===== src/rtl/vga_timing_pkg.sv =====
// Shared 1024x768 @ 65 MHz raster constants and colour definitions for the video path.
// Imported by the timing generator and by the downstream colour stage.
package vga_timing_pkg;

    localparam int unsigned H_ACTIVE = 1024;
    localparam int unsigned H_FP     = 24;
    localparam int unsigned H_SYNCP  = 136;
    localparam int unsigned H_BP     = 160;

    localparam int unsigned V_ACTIVE = 768;
    localparam int unsigned V_FP     = 3;
    localparam int unsigned V_SYNCP  = 6;
    localparam int unsigned V_BP     = 29;

    localparam logic HS_POL = 1'b0;
    localparam logic VS_POL = 1'b0;

    localparam int unsigned H_BLANK = H_FP + H_SYNCP + H_BP;
    localparam int unsigned H_TOTAL = H_BLANK + H_ACTIVE;
    localparam int unsigned V_BLANK = V_FP + V_SYNCP + V_BP;
    localparam int unsigned V_TOTAL = V_BLANK + V_ACTIVE;

    localparam int unsigned CNT_W = 12;

    typedef struct packed {
        logic [7:0] r;
        logic [7:0] g;
        logic [7:0] b;
    } rgb_t;

    localparam rgb_t COLOUR_BLACK = '{r: 8'h00, g: 8'h00, b: 8'h00};
    localparam rgb_t COLOUR_WHITE = '{r: 8'hff, g: 8'hff, b: 8'hff};
    localparam rgb_t COLOUR_RED   = '{r: 8'hff, g: 8'h00, b: 8'h00};
    localparam rgb_t COLOUR_GREEN = '{r: 8'h00, g: 8'hff, b: 8'h00};
    localparam rgb_t COLOUR_BLUE  = '{r: 8'h00, g: 8'h00, b: 8'hff};

    // Half-open window test: lo <= val < hi.
    function automatic logic in_window(logic [11:0] val, logic [11:0] lo, logic [11:0] hi);
        return (val >= lo) && (val < hi);
    endfunction

endpackage


===== src/rtl/vga_wrap_counter.sv =====
// 12-bit counter that advances on en and wraps from MAX back to 0.
// clr is a synchronous clear that takes priority over en; wrap flags count == MAX.
module vga_wrap_counter #(
    parameter int unsigned MAX = 4095
) (
    input  logic        clk,
    input  logic        en,
    input  logic        clr,
    output logic [11:0] count,
    output logic        wrap
);

    localparam logic [11:0] MAX_W = 12'(MAX);

    logic [11:0] count_q;

    assign wrap  = (count_q == MAX_W);
    assign count = count_q;

    always_ff @(posedge clk) begin
        if (clr) begin
            count_q <= '0;
        end else if (en) begin
            count_q <= wrap ? 12'd0 : count_q + 12'd1;
        end
    end

endmodule


===== src/rtl/vga_timing_gen.sv =====
// Raster timing generator: free-running h/v counters with registered sync, active-area
// and frame-start outputs, all decoded from next-state counter values so nothing skews.
module vga_timing_gen #(
    parameter int unsigned H_ACTIVE = vga_timing_pkg::H_ACTIVE,
    parameter int unsigned H_FP     = vga_timing_pkg::H_FP,
    parameter int unsigned H_SYNCP  = vga_timing_pkg::H_SYNCP,
    parameter int unsigned H_BP     = vga_timing_pkg::H_BP,
    parameter int unsigned V_ACTIVE = vga_timing_pkg::V_ACTIVE,
    parameter int unsigned V_FP     = vga_timing_pkg::V_FP,
    parameter int unsigned V_SYNCP  = vga_timing_pkg::V_SYNCP,
    parameter int unsigned V_BP     = vga_timing_pkg::V_BP,
    parameter logic        HS_POL   = vga_timing_pkg::HS_POL,
    parameter logic        VS_POL   = vga_timing_pkg::VS_POL
) (
    input  logic        clk,
    input  logic        rst,
    input  logic        pix_en,
    output logic [11:0] h_counter,
    output logic [11:0] v_counter,
    output logic        video_active,
    output logic        hs,
    output logic        vs,
    output logic [11:0] active_x,
    output logic [11:0] active_y,
    output logic        frame_start
);

    import vga_timing_pkg::in_window;

    // H_TOTAL and V_TOTAL must not exceed 4096 for the 12-bit counters.
    localparam int unsigned H_BLANK = H_FP + H_SYNCP + H_BP;
    localparam int unsigned H_TOTAL = H_BLANK + H_ACTIVE;
    localparam int unsigned V_BLANK = V_FP + V_SYNCP + V_BP;
    localparam int unsigned V_TOTAL = V_BLANK + V_ACTIVE;

    localparam logic [11:0] HS_LO   = 12'(H_FP);
    localparam logic [11:0] HS_HI   = 12'(H_FP + H_SYNCP);
    localparam logic [11:0] VS_LO   = 12'(V_FP);
    localparam logic [11:0] VS_HI   = 12'(V_FP + V_SYNCP);
    localparam logic [11:0] H_BLK_W = 12'(H_BLANK);
    localparam logic [11:0] V_BLK_W = 12'(V_BLANK);

    logic        clr;
    logic        h_wrap;
    logic        v_wrap;
    logic        v_en;
    logic [11:0] h_nx;
    logic [11:0] v_nx;

    logic        hs_d, vs_d, va_d, fs_d;
    logic [11:0] ax_d, ay_d;
    logic        hs_q, vs_q, va_q, fs_q;
    logic [11:0] ax_q, ay_q;

    assign clr  = ~rst;
    assign v_en = pix_en & h_wrap;

    vga_wrap_counter #(
        .MAX(H_TOTAL - 1)
    ) u_h_cnt (
        .clk  (clk),
        .en   (pix_en),
        .clr  (clr),
        .count(h_counter),
        .wrap (h_wrap)
    );

    vga_wrap_counter #(
        .MAX(V_TOTAL - 1)
    ) u_v_cnt (
        .clk  (clk),
        .en   (v_en),
        .clr  (clr),
        .count(v_counter),
        .wrap (v_wrap)
    );

    // Mirror the counters' advance so the decode registers land with the new position.
    always_comb begin
        h_nx = h_wrap ? 12'd0 : h_counter + 12'd1;
        v_nx = v_counter;
        if (h_wrap) begin
            v_nx = v_wrap ? 12'd0 : v_counter + 12'd1;
        end

        hs_d = in_window(h_nx, HS_LO, HS_HI) ? HS_POL : ~HS_POL;
        vs_d = in_window(v_nx, VS_LO, VS_HI) ? VS_POL : ~VS_POL;
        va_d = (h_nx >= H_BLK_W) && (v_nx >= V_BLK_W);
        ax_d = '0;
        ay_d = '0;
        if (va_d) begin
            ax_d = h_nx - H_BLK_W;
            ay_d = v_nx - V_BLK_W;
        end
        fs_d = h_wrap & v_wrap;
    end

    always_ff @(posedge clk) begin
        if (!rst) begin
            hs_q <= ~HS_POL;
            vs_q <= ~VS_POL;
            va_q <= 1'b0;
            fs_q <= 1'b0;
            ax_q <= '0;
            ay_q <= '0;
        end else if (pix_en) begin
            hs_q <= hs_d;
            vs_q <= vs_d;
            va_q <= va_d;
            fs_q <= fs_d;
            ax_q <= ax_d;
            ay_q <= ay_d;
        end
    end

    assign hs           = hs_q;
    assign vs           = vs_q;
    assign video_active = va_q;
    assign frame_start  = fs_q;
    assign active_x     = ax_q;
    assign active_y     = ay_q;

endmodule


===== config.mk =====
export PLATFORM = sky130hd
export DESIGN_NAME = vga_timing_gen
export DESIGN_NICKNAME = d
export VERILOG_FILES = /design/src/rtl/vga_timing_pkg.sv /design/src/rtl/vga_wrap_counter.sv /design/src/rtl/vga_timing_gen.sv
export SDC_FILE = /design/constraint.sdc
export NUM_CORES = 1
export LEC_CHECK = 0
export ABC_AREA = 1
export CORE_UTILIZATION = 35
export CTS_BUF_LIST = sky130_fd_sc_hd__clkbuf_4 sky130_fd_sc_hd__clkbuf_8 sky130_fd_sc_hd__clkbuf_16
export DETAILED_ROUTE_END_ITERATION = 12
export SLEW_MARGIN = 20
export SYNTH_ARGS = -nofsm -noshare
export SYNTH_HDL_FRONTEND = slang
export SYNTH_SLANG_ARGS = --single-unit

===== constraint.sdc =====
create_clock -name clk -period 2.68 [get_ports clk]
set_input_delay 0.536 -clock clk [delete_from_list [all_inputs] [get_ports clk]]
set_output_delay 0.536 -clock clk [all_outputs]
set_load 0.02 [all_outputs]

==> flow_metrics.tcl <==
set metrics [dict create \
    die_y_microns 97.1 \
    grt_max_degree 35 \
    synth-seq-area-share_pct 32.9 \
    path_cells "ha_1, nand2_2, nor2_4, nand3_1, nand2_1, ha_1, inv_1, nand3_1, a21oi_2, or2_2, nand2_1, a21oi_1" \
    critPathLaunchType "register" \
    path_class "register to register" \
    grt-ovfl-total 0 \
    clockBufferDepth 2 \
    endpoint_kind "register" \
    synth_edf_count 0 \
    final_area_sq_mm 0.00402 \
    skew_ns 0.0111 \
    cts.root.buffer_cell "clkbuf_8" \
    cts_tree "done" \
    fmax_ghz 0.419 \
    finalNetCount 575 \
    drt_wl_total_microns 8510 \
    status "completed" \
    synth_top_area_share_pct 32.9 \
    power_leakage_nw 1.72 \
    place_area_sq_mm 0.00383 \
    drc 0 \
    hold_viol 0 \
    clkSinkCount 52 \
    cp_data_arrival_time_ns 2.57 \
    track_usage_pct 19.2 \
    ys_async_sr_fraction_pct 0 \
    antenna_found_initial 0 \
    drt_iter0_drc 122 \
    post-dp-hpwl_microns 6400 \
    chipWidth_microns 97.1 \
    final.period_utilization_pct 89.1 \
    cp_top_family "simple AND/OR/NAND/NOR gates" \
    tightest_slew_ns 0.418 \
    setup_violations 0 \
    io_buffers 54 \
    worstSkewPairLatency_ns 0.31 \
    wl_per_cell_microns 12.6 \
    power_density_mw_per_mm2 382 \
    area_growth_pct 26.9 \
    drv_cap 0 \
    synth_most_common_cell "nand2_1" \
    synth_fp_nets 515 \
    drive_gt1_share_pct 9.20 \
    cts.clk_slew.worst_paths_ns 0.10 \
    vias 3321 \
    die_area_sq_mm 0.00943 \
    post-route-min-period_ns 2.39 \
    cp_max_fo 14 \
    ir_worst_vdd_uv 213 \
    grt_first_pass_wirelength_microns 15100 \
    drtPass1Iterations 4 \
    h-tree-depth 2 \
    pin_count 55 \
    drv_slew 0 \
    synth_cells 504 \
    floorplan.initialDensity_pct 36.3 \
    path_buf_inv 1 \
    coreArea_sq_mm 0.00872 \
    synth.avg_cell_area_sq_um 6.28 \
    hold_path_class "register to register" \
    post-route-util_pct 46.0 \
    holdWs_ns 0.469 \
    ant_nets 0 \
    numCtsBuffers 5 \
    ys_top_cells_by_area "dfxtp_1 33%, nand2_1 19%, a21oi_1 7.9%" \
    viasPerCell 4.93 \
    synth_area_sq_mm 0.00316 \
    crit_slowest_cell "dfxtp_1" \
    synthTopCellsByCount "160 x nand2_1, 55 x inv_1, 52 x dfxtp_1, 50 x a21oi_1, 50 x nor2_1" \
    num_rows 34 \
    postCtsHoldBufs 0 \
    place_congestion 0.941 \
    tns_ns 0 \
    crit_required_ns 2.86 \
    diodes 0 \
    maxSlewHeadroom_pct 71.8 \
    synth.largest_area_cell "dfxtp_1" \
    yosys_most_used_dff "dfxtp_1" \
    yosys_warnings 0 \
    ys_ff_latch 52 \
    synth.distinct_cells 31 \
    grt_pass1_vias 3222 \
    slowest_delay_ns 0.39 \
]
-- what timing repair did --
action | in CTS | in global routing
endpoints found under the setup margin | 0 | 22
resized for setup | 0 | 8
setup buffers | 0 | 5
-- flip-flops by register name, indices dropped and copies added (netlist names) --
name / flops
active_x: 12
u_v_cnt.count: 12
vs: 1
frame_start: 1
active_y: 12
hs: 1
u_h_cnt.count: 12
video_active: 1
-- per-stage QoR --
step	std cells	power, W	setup WS (ns)
finish	673	0.00153	0.292
global route	673	0.00160	-0.00715
CTS	668	0.00155	0.191
detailed placement	660	0.000952	0.228
global placement	660	0.000952	0.266
floorplan	504	0.000898	0.364
-- final timing paths --
path	depth (start not counted)	slack [ns]	from	to
worst min register to register	2	0.47	active_x[10]	active_x[10]
worst min-delay path	2	0.47	active_x[10]	active_x[10]
worst max register to register	12	0.29	u_h_cnt.count[0]	active_y[7]
worst max-delay path	12	0.29	u_h_cnt.count[0]	active_y[7]
-- final cells by class --
cell class | count | area (sq um)
fillers | 903 | 4710
multi-input cells | 375 | 1820
flip-flops and latches | 52 | 1050
repair buffers | 70 | 664
inverters | 60 | 228
well taps | 108 | 135
clock buffers | 7 | 96.3
clock inverters | 1 | 30.0
-- cells by family after synthesis --
family,share of synthesized area (%)
compound gates,14.4
buf+inv,9.89
flops,32.9
simple gates,37.7
fa+ha+maj,3.16
xor+xnor,1.94
-- where the power goes --
group | leakage (nW) | total (W) | internal (W) | switching [W]
combinational | 1.24 | 0.000139 | 0.0000511 | 0.0000876
clock | 0.0645 | 0.000601 | 0.000330 | 0.000271
sequential | 0.423 | 0.000794 | 0.000782 | 0.0000125
-- worst register-to-register path, stage by stage, from the launching register on --
cell,delay (ns)
dfxtp_1,0.39
ha_1,0.28
nand2_2,0.12
nor2_4,0.29
nand3_1,0.12
nand2_1,0.16
ha_1,0.21
inv_1,0.05
nand3_1,0.14
a21oi_2,0.10
or2_2,0.30
nand2_1,0.07
a21oi_1,0.05
-- cell usage in the layout, fill, tap and decap left out, types with 3 or more instances in the layout --
| cell type | netlist | routed |
|---|---|---|
| nand2_1 | 160 | 160 |
| xnor2_1 | 3 | 3 |
| a21oi_1 | 50 | 50 |
| dfxtp_1 | 52 | 48 |
| dfxtp_2 | 0 | 4 |
| clkinv_1 | 3 | 3 |
| clkbuf_8 | 0 | 7 |
| nand4_1 | 9 | 9 |
| o21ai_0 | 24 | 24 |
| inv_1 | 55 | 54 |
| nor3_1 | 3 | 3 |
| ha_1 | 8 | 8 |
| nand2_2 | 7 | 7 |
| nand3_1 | 35 | 34 |
| nor2_1 | 50 | 50 |
| buf_4 | 0 | 15 |
| nand3_2 | 4 | 5 |
| xor2_1 | 4 | 4 |
| clkdlybuf4s50_1 | 0 | 54 |
-- layer usage --
layer / global-route usage (%) / vias up / part of all wire (%)
li1: - / 1721 / -
met1: 23.8 / 1516 / 45
met2: 34.7 / 73 / 50
met3: 2.73 / 11 / 3.3
met4: 4.36 / 0 / 1.2
met5: 0 / - / 0
No activity file was read; power rests on OpenSTA's default activity.
==> variant 1: new RTL, same flow settings <==
Register the output `v_counter`, cleared by the reset; this adds one clock of latency there. The other outputs are not delayed to match.
--- a/src/rtl/vga_timing_gen.sv
+++ b/src/rtl/vga_timing_gen.sv
@@ -41,4 +41,6 @@
     localparam logic [11:0] V_BLK_W = 12'(V_BLANK);
 
+    logic [11:0] v_counter_d;
+
     logic        clr;
     logic        h_wrap;
@@ -72,5 +74,5 @@
         .en   (v_en),
         .clr  (clr),
-        .count(v_counter),
+        .count(v_counter_d),
         .wrap (v_wrap)
     );
@@ -79,7 +81,7 @@
     always_comb begin
         h_nx = h_wrap ? 12'd0 : h_counter + 12'd1;
-        v_nx = v_counter;
+        v_nx = v_counter_d;
         if (h_wrap) begin
-            v_nx = v_wrap ? 12'd0 : v_counter + 12'd1;
+            v_nx = v_wrap ? 12'd0 : v_counter_d + 12'd1;
         end
 
@@ -121,4 +123,12 @@
     assign active_y     = ay_q;
 
+    always_ff @(posedge clk) begin
+        if (!rst) begin
+            v_counter <= '0;
+        end else begin
+            v_counter <= v_counter_d;
+        end
+    end
+
 endmodule
 
Function: same outputs for any inputs over 10 cycles, from zero or initial values and one cycle with rst low; that may be too few to reach the edited logic, so the function may still have changed.
==> variant 1 against the original RTL <==
Worst setup slack worse by 0.078 ns. Core utilization fell by 0.68 points. Final area grew 11%. Synthesized cell count is 6.3% higher. Area after synthesis grew 13%. Wire length increased by 6.8%. Sequential cell count is 12 higher. Total power rose by 24%. Largest cell class unchanged.
==> variant 1: results (changes against the original RTL) <==
.. list-table::
   :header-rows: 1

   * - Metric
     - Value
   * - Clk_lat worst skew
     - 0.34 ns (+0.03 ns)
   * - Number of cells produced by synthesis
     - 536 (+6.3%)
   * - Switching Fraction
     - 0.2622 (+0.02051)
   * - Worst VDD drop
     - 0.2445 mV (+15%)
   * - Worst clock skew on the final layout
     - 0.01049 ns (-0.0006121 ns)
   * - Fraction of synthesized cell area in xor and xnor cells
     - 0.02693 (+0.007557)
   * - Post-detail-place hpwl
     - 6753 µm (+5.6%)
   * - Critical path data arrival time
     - 2.69 ns (+0.12 ns)
   * - Length in cells of the worst reg-to-reg path
     - 14 (+2)
   * - Leakage component of the power
     - 2.020 nW (+17%)
   * - Slack of the worst reg-to-reg path
     - 0.21 ns (-0.08 ns)
   * - Via density per instance
     - 4.848 (-1.8%)
   * - Maximum number of pins on one net before global-route repair
     - 40 (+14%)
   * - Share of final-layout standard cells stronger than drive strength 1
     - 0.1005 (+0.008467)
   * - Met3 track demand over resource in global routing
     - 0.03932 (+0.01198)
   * - Via count of the first global-routing pass
     - 3387 (+5.1%)
   * - Residual antenna-violating net count after detailed routing
     - 0 (unchanged)
   * - Detailed Route Iter0 Violations
     - 195 (+60%)
   * - Hold Crit Endpoint
     - active_x[2]
   * - Placer Congestion
     - 0.8883 (-5.6%)
   * - Met2 layer usage reported by global route
     - 0.3256 (-0.02160)
   * - Clock-pin slew of the registers on the worst-case setup and hold paths
     - 0.08 ns (-0.02 ns)
   * - Part of the Yosys area used for sequential elements
     - 0.3582 (+0.02918)
   * - Biggest cell delay along the critical path
     - 0.43 ns (+0.04 ns)
   * - Outcome
     - complete, no violations
   * - Clock H-tree levels
     - 3 (+1)
   * - Placed cell count
     - 714 (+8.2%)
   * - Area contributors post-synth
     - dfxtp_1 (36%), nand2_1 (16%), inv_1 (7.0%)
   * - Global-route wire length before repair
     - 15410 µm (+2.2%)
   * - Setup Slack @ Placement
     - 0.2010 ns (-0.02675 ns)
   * - Final wirelength
     - 9083 µm (+6.8%)
   * - Worst Path Max Fanout
     - 18 (+4)
   * - Routed via count
     - 3539 (+6.6%)
   * - Worst hold slack
     - 0.4646 ns (-0.004058 ns)
   * - Start point of the worst min-delay path
     - active_x[2]
   * - Post-Synthesis Net Count
     - 547 (+6.2%)
   * - Met1 Usage GRT
     - 0.2239 (-0.01455)
   * - Final #Nets
     - 603 (+4.9%)
   * - Worst r2r dst
     - active_y[6]
   * - Unique cell type count in the Yosys netlist
     - 37 (+19%)
   * - R2r startpoint
     - u_v_cnt.count[0]
   * - Num CTS Buffers
     - 9 (+4)
   * - List of most frequent post-synthesis cells
     - nand2_1 (153), inv_1 (67), dfxtp_1 (64)
   * - Worst slew pin tran
     - 0.5960 ns (+0.1777 ns)
   * - Arithmetic-cell share of the synthesized area counting full adders, half adders and majority gates
     - 0.02798 (-0.003651)
   * - Antenna cells
     - 0 (unchanged)
   * - Combined global-route utilization of all metal layers
     - 0.1865 (-0.005127)
   * - Complex-gate fraction of the synthesized area
     - 0.1154 (-0.02890)
   * - Post-Place Cell Area
     - 4258 µm² (+11%)
variant 1: power by group through the flow:
stage          registers [mW]  logic, mW  clock network [mW]
2_1_floorplan            1.01     0.0962                   0
3_3_place_gp            0.996      0.156                   0
3_5_place_dp            0.996      0.158                   0
4_1_cts                 0.973      0.159               0.792
5_1_grt                 0.976      0.176               0.846
6_report                0.974      0.158               0.763
variant 1: worst reg2reg max path: cells and delay by family (launching register included):
kind / cells / cell delay, ns
adder cells (fa/ha/maj): 1 / 0.18
flip-flops: 1 / 0.43
AND/OR/NAND/NOR: 13 / 1.76
variant 1: per-layer routing:
layer,share of wire,wire (µm),vias up
met5,0,0,-
met4,0.011,99,0
met3,0.060,549,10
met2,0.49,4451,92
met1,0.44,3983,1616
li1,-,-,1821
variant 1: logic make-up (layout without fill, tap and decap cells):
family          after synthesis  count (layout)
simple gates                289             289
buf+inv                      90             151
compound gates               74              74
flops                        64              64
xor+xnor                     11              11
fa+ha+maj                     8               8
variant 1: worst max-delay path by stage:
stage                                start      endpoint  depth (start not counted)
after global placement    u_h_cnt.count[1]   active_y[7]                         17
after global routing      u_h_cnt.count[0]   active_y[6]                         15
final                     u_v_cnt.count[0]   active_y[6]                         14
after detailed placement  u_h_cnt.count[0]   active_y[7]                         17
after CTS                 u_h_cnt.count[0]   active_y[7]                         17
after floorplan           u_h_cnt.count[0]  active_y[11]                         17
variant 1: area by class of cell:
type                    instances  area, µm²
multi-input cells             382       1932
flip-flops and latches         64       1284
clock inverters                 5      31.28
inverters                      70      262.8
clock buffers                  11      151.4
repair buffers                 65      626.9
well taps                     133      166.4
fillers                      1054       5365
==> variant 2: new RTL, same settings <==
Without the edit above. Set the package constant `VS_POL` to 1'b1 (it was 1'b0).
--- a/src/rtl/vga_timing_pkg.sv
+++ b/src/rtl/vga_timing_pkg.sv
@@ -14,5 +14,5 @@
 
     localparam logic HS_POL = 1'b0;
-    localparam logic VS_POL = 1'b0;
+    localparam logic VS_POL = 1'b1;
 
     localparam int unsigned H_BLANK = H_FP + H_SYNCP + H_BP;
Function: changed (Yosys sat finds a counterexample within 4 cycles, from zero or initial values and one cycle with rst low).
==> variant 2 against the original RTL <==
Total power shrank 6.6%. Wire length grew 8.3%. Largest power group unchanged. Final area grew 3.9%. Sequential cell count is the same. Global-route usage grew 0.34 points. Fmax shrank 4.6%. Synthesized cell count grew 4.2%. Worst setup slack lost 0.12 ns. Sequential share of layout area shrank 1.1 points. Critical path type unchanged. Via count grew 4.4%. Area after synthesis grew 3.9%. Core utilization grew 0.89 points.
==> variant 2: results (changes against the original RTL) <==
.. list-table::
   :header-rows: 1

   * - Metric
     - Value
   * - Worst VDD drop
     - 0.1764 mV (-17%)
   * - Leakage component of the power
     - 1.802 nW (+4.5%)
   * - Number of multi-input combinational cells
     - 398 (+6.1%)
   * - Post-detail-place hpwl
     - 6916 µm (+8.1%)
   * - Routed wirelength normalized by instance count
     - 13.18 µm (+4.3%)
   * - Via density per instance
     - 4.959 (+0.48%)
   * - Placer Congestion
     - 0.9446 (+0.38%)
   * - Inverters, non-clock
     - 53 (-12%)
   * - Via count of the first global-routing pass
     - 3279 (+1.8%)
   * - Global-route wire length before repair
     - 15390 µm (+2.1%)
   * - Placed cell count
     - 686 (+3.9%)
   * - Fraction of standard cell area in multi-input logic
     - 0.4684 (+0.01620)
   * - Part of the Yosys area used for sequential elements
     - 0.3167 (-0.01227)
   * - Number of inserted filler cells in the final layout
     - 938 (+3.9%)
   * - Buffers outside the clock class
     - 80 (+14%)
   * - Fraction of synthesized cell area in xor and xnor cells
     - 0.01865 (-0.0007228)
   * - Final #Nets
     - 601 (+4.5%)
   * - Worst Path Max Fanout
     - 19 (+5)
   * - Antenna cells
     - 0 (unchanged)
   * - Storage element area
     - 1041 µm² (-0.48%)
   * - Post-Place Cell Area
     - 4020 µm² (+4.8%)
   * - Routed via count
     - 3466 (+4.4%)
   * - List of most frequent post-synthesis cells
     - nand2_1 (161), nand3_1 (58), dfxtp_1 (52)
   * - Post-Synthesis Net Count
     - 536 (+4.1%)
   * - Arithmetic-cell share of the synthesized area counting full adders, half adders and majority gates
     - 0.03045 (-0.001180)
   * - Complex-gate fraction of the synthesized area
     - 0.1344 (-0.009952)
   * - Number of flip-flops and latches
     - 52 (unchanged)
   * - Time the worst path needs with I/O delays and setup
     - 2.504 ns (+0.1157 ns)
   * - Count of buffers inserted at the top-level ports
     - 54 (unchanged)
   * - Detailed Route Iter0 Violations
     - 110 (-9.8%)
   * - Area fraction of clock buffers and clock inverters
     - 0.02279 (-0.008685)
   * - P per Cell Area
     - 343.4 nW/µm² (-10%)
   * - Maximum number of pins on one net before global-route repair
     - 44 (+26%)
   * - Worst slew pin tran
     - 0.4225 ns (+0.004274 ns)
   * - Critical path data arrival time
     - 2.75 ns (+0.18 ns)
   * - Start point of the worst min-delay path
     - active_y[2]
   * - Combined global-route utilization of all metal layers
     - 0.1951 (+0.003410)
   * - Length in cells of the worst reg-to-reg path
     - 13 (+1)
   * - Hold Crit Endpoint
     - active_y[2]
   * - Area contributors post-synth
     - dfxtp_1 (32%), nand2_1 (18%), nand3_1 (8.8%)
   * - Share of final-layout standard cells stronger than drive strength 1
     - 0.1015 (+0.009487)
   * - Worst hold slack
     - 0.4685 ns (-0.0001750 ns)
   * - Outcome
     - complete, no violations
   * - Unique cell type count in the Yosys netlist
     - 33 (+6.5%)
   * - Layout buffering overhead excluding clock cells
     - 0.1793 (+0.01384)
variant 2: what timing repair did:
| action | CTS | global route |
|---|---|---|
| gates resized for setup | 0 | 6 |
| endpoints found under the setup margin | 0 | 24 |
| buffers inserted | 0 | 5 |
variant 2: power breakdown:
part	switching (mW)	internal (mW)
Clock	0.298	0.191
Combinational	0.0972	0.0558
Sequential	0.00919	0.781
Total	0.404	1.03
variant 2: per-layer routing:
layer	up-vias	wire length [µm]	track usage
li1	1827	-	-
met1	1548	4715	0.2703
met2	83	3929	0.3104
met3	8	469	0.03475
met4	0	102	0.05396
met5	-	0	0
variant 2: critical path, cell delays in order (launching register included):
cell and delay (ns):
dfxtp_1 0.36, ha_2 0.26, inv_1 0.08, nor3_2 0.24, nand2_4 0.18, nand2_1 0.11
nand2_2 0.11, ha_1 0.24, nand3b_1 0.20, nand2_1 0.18, nand2_1 0.09, xor2_1 0.16
nand3_1 0.10, a21oi_1 0.13
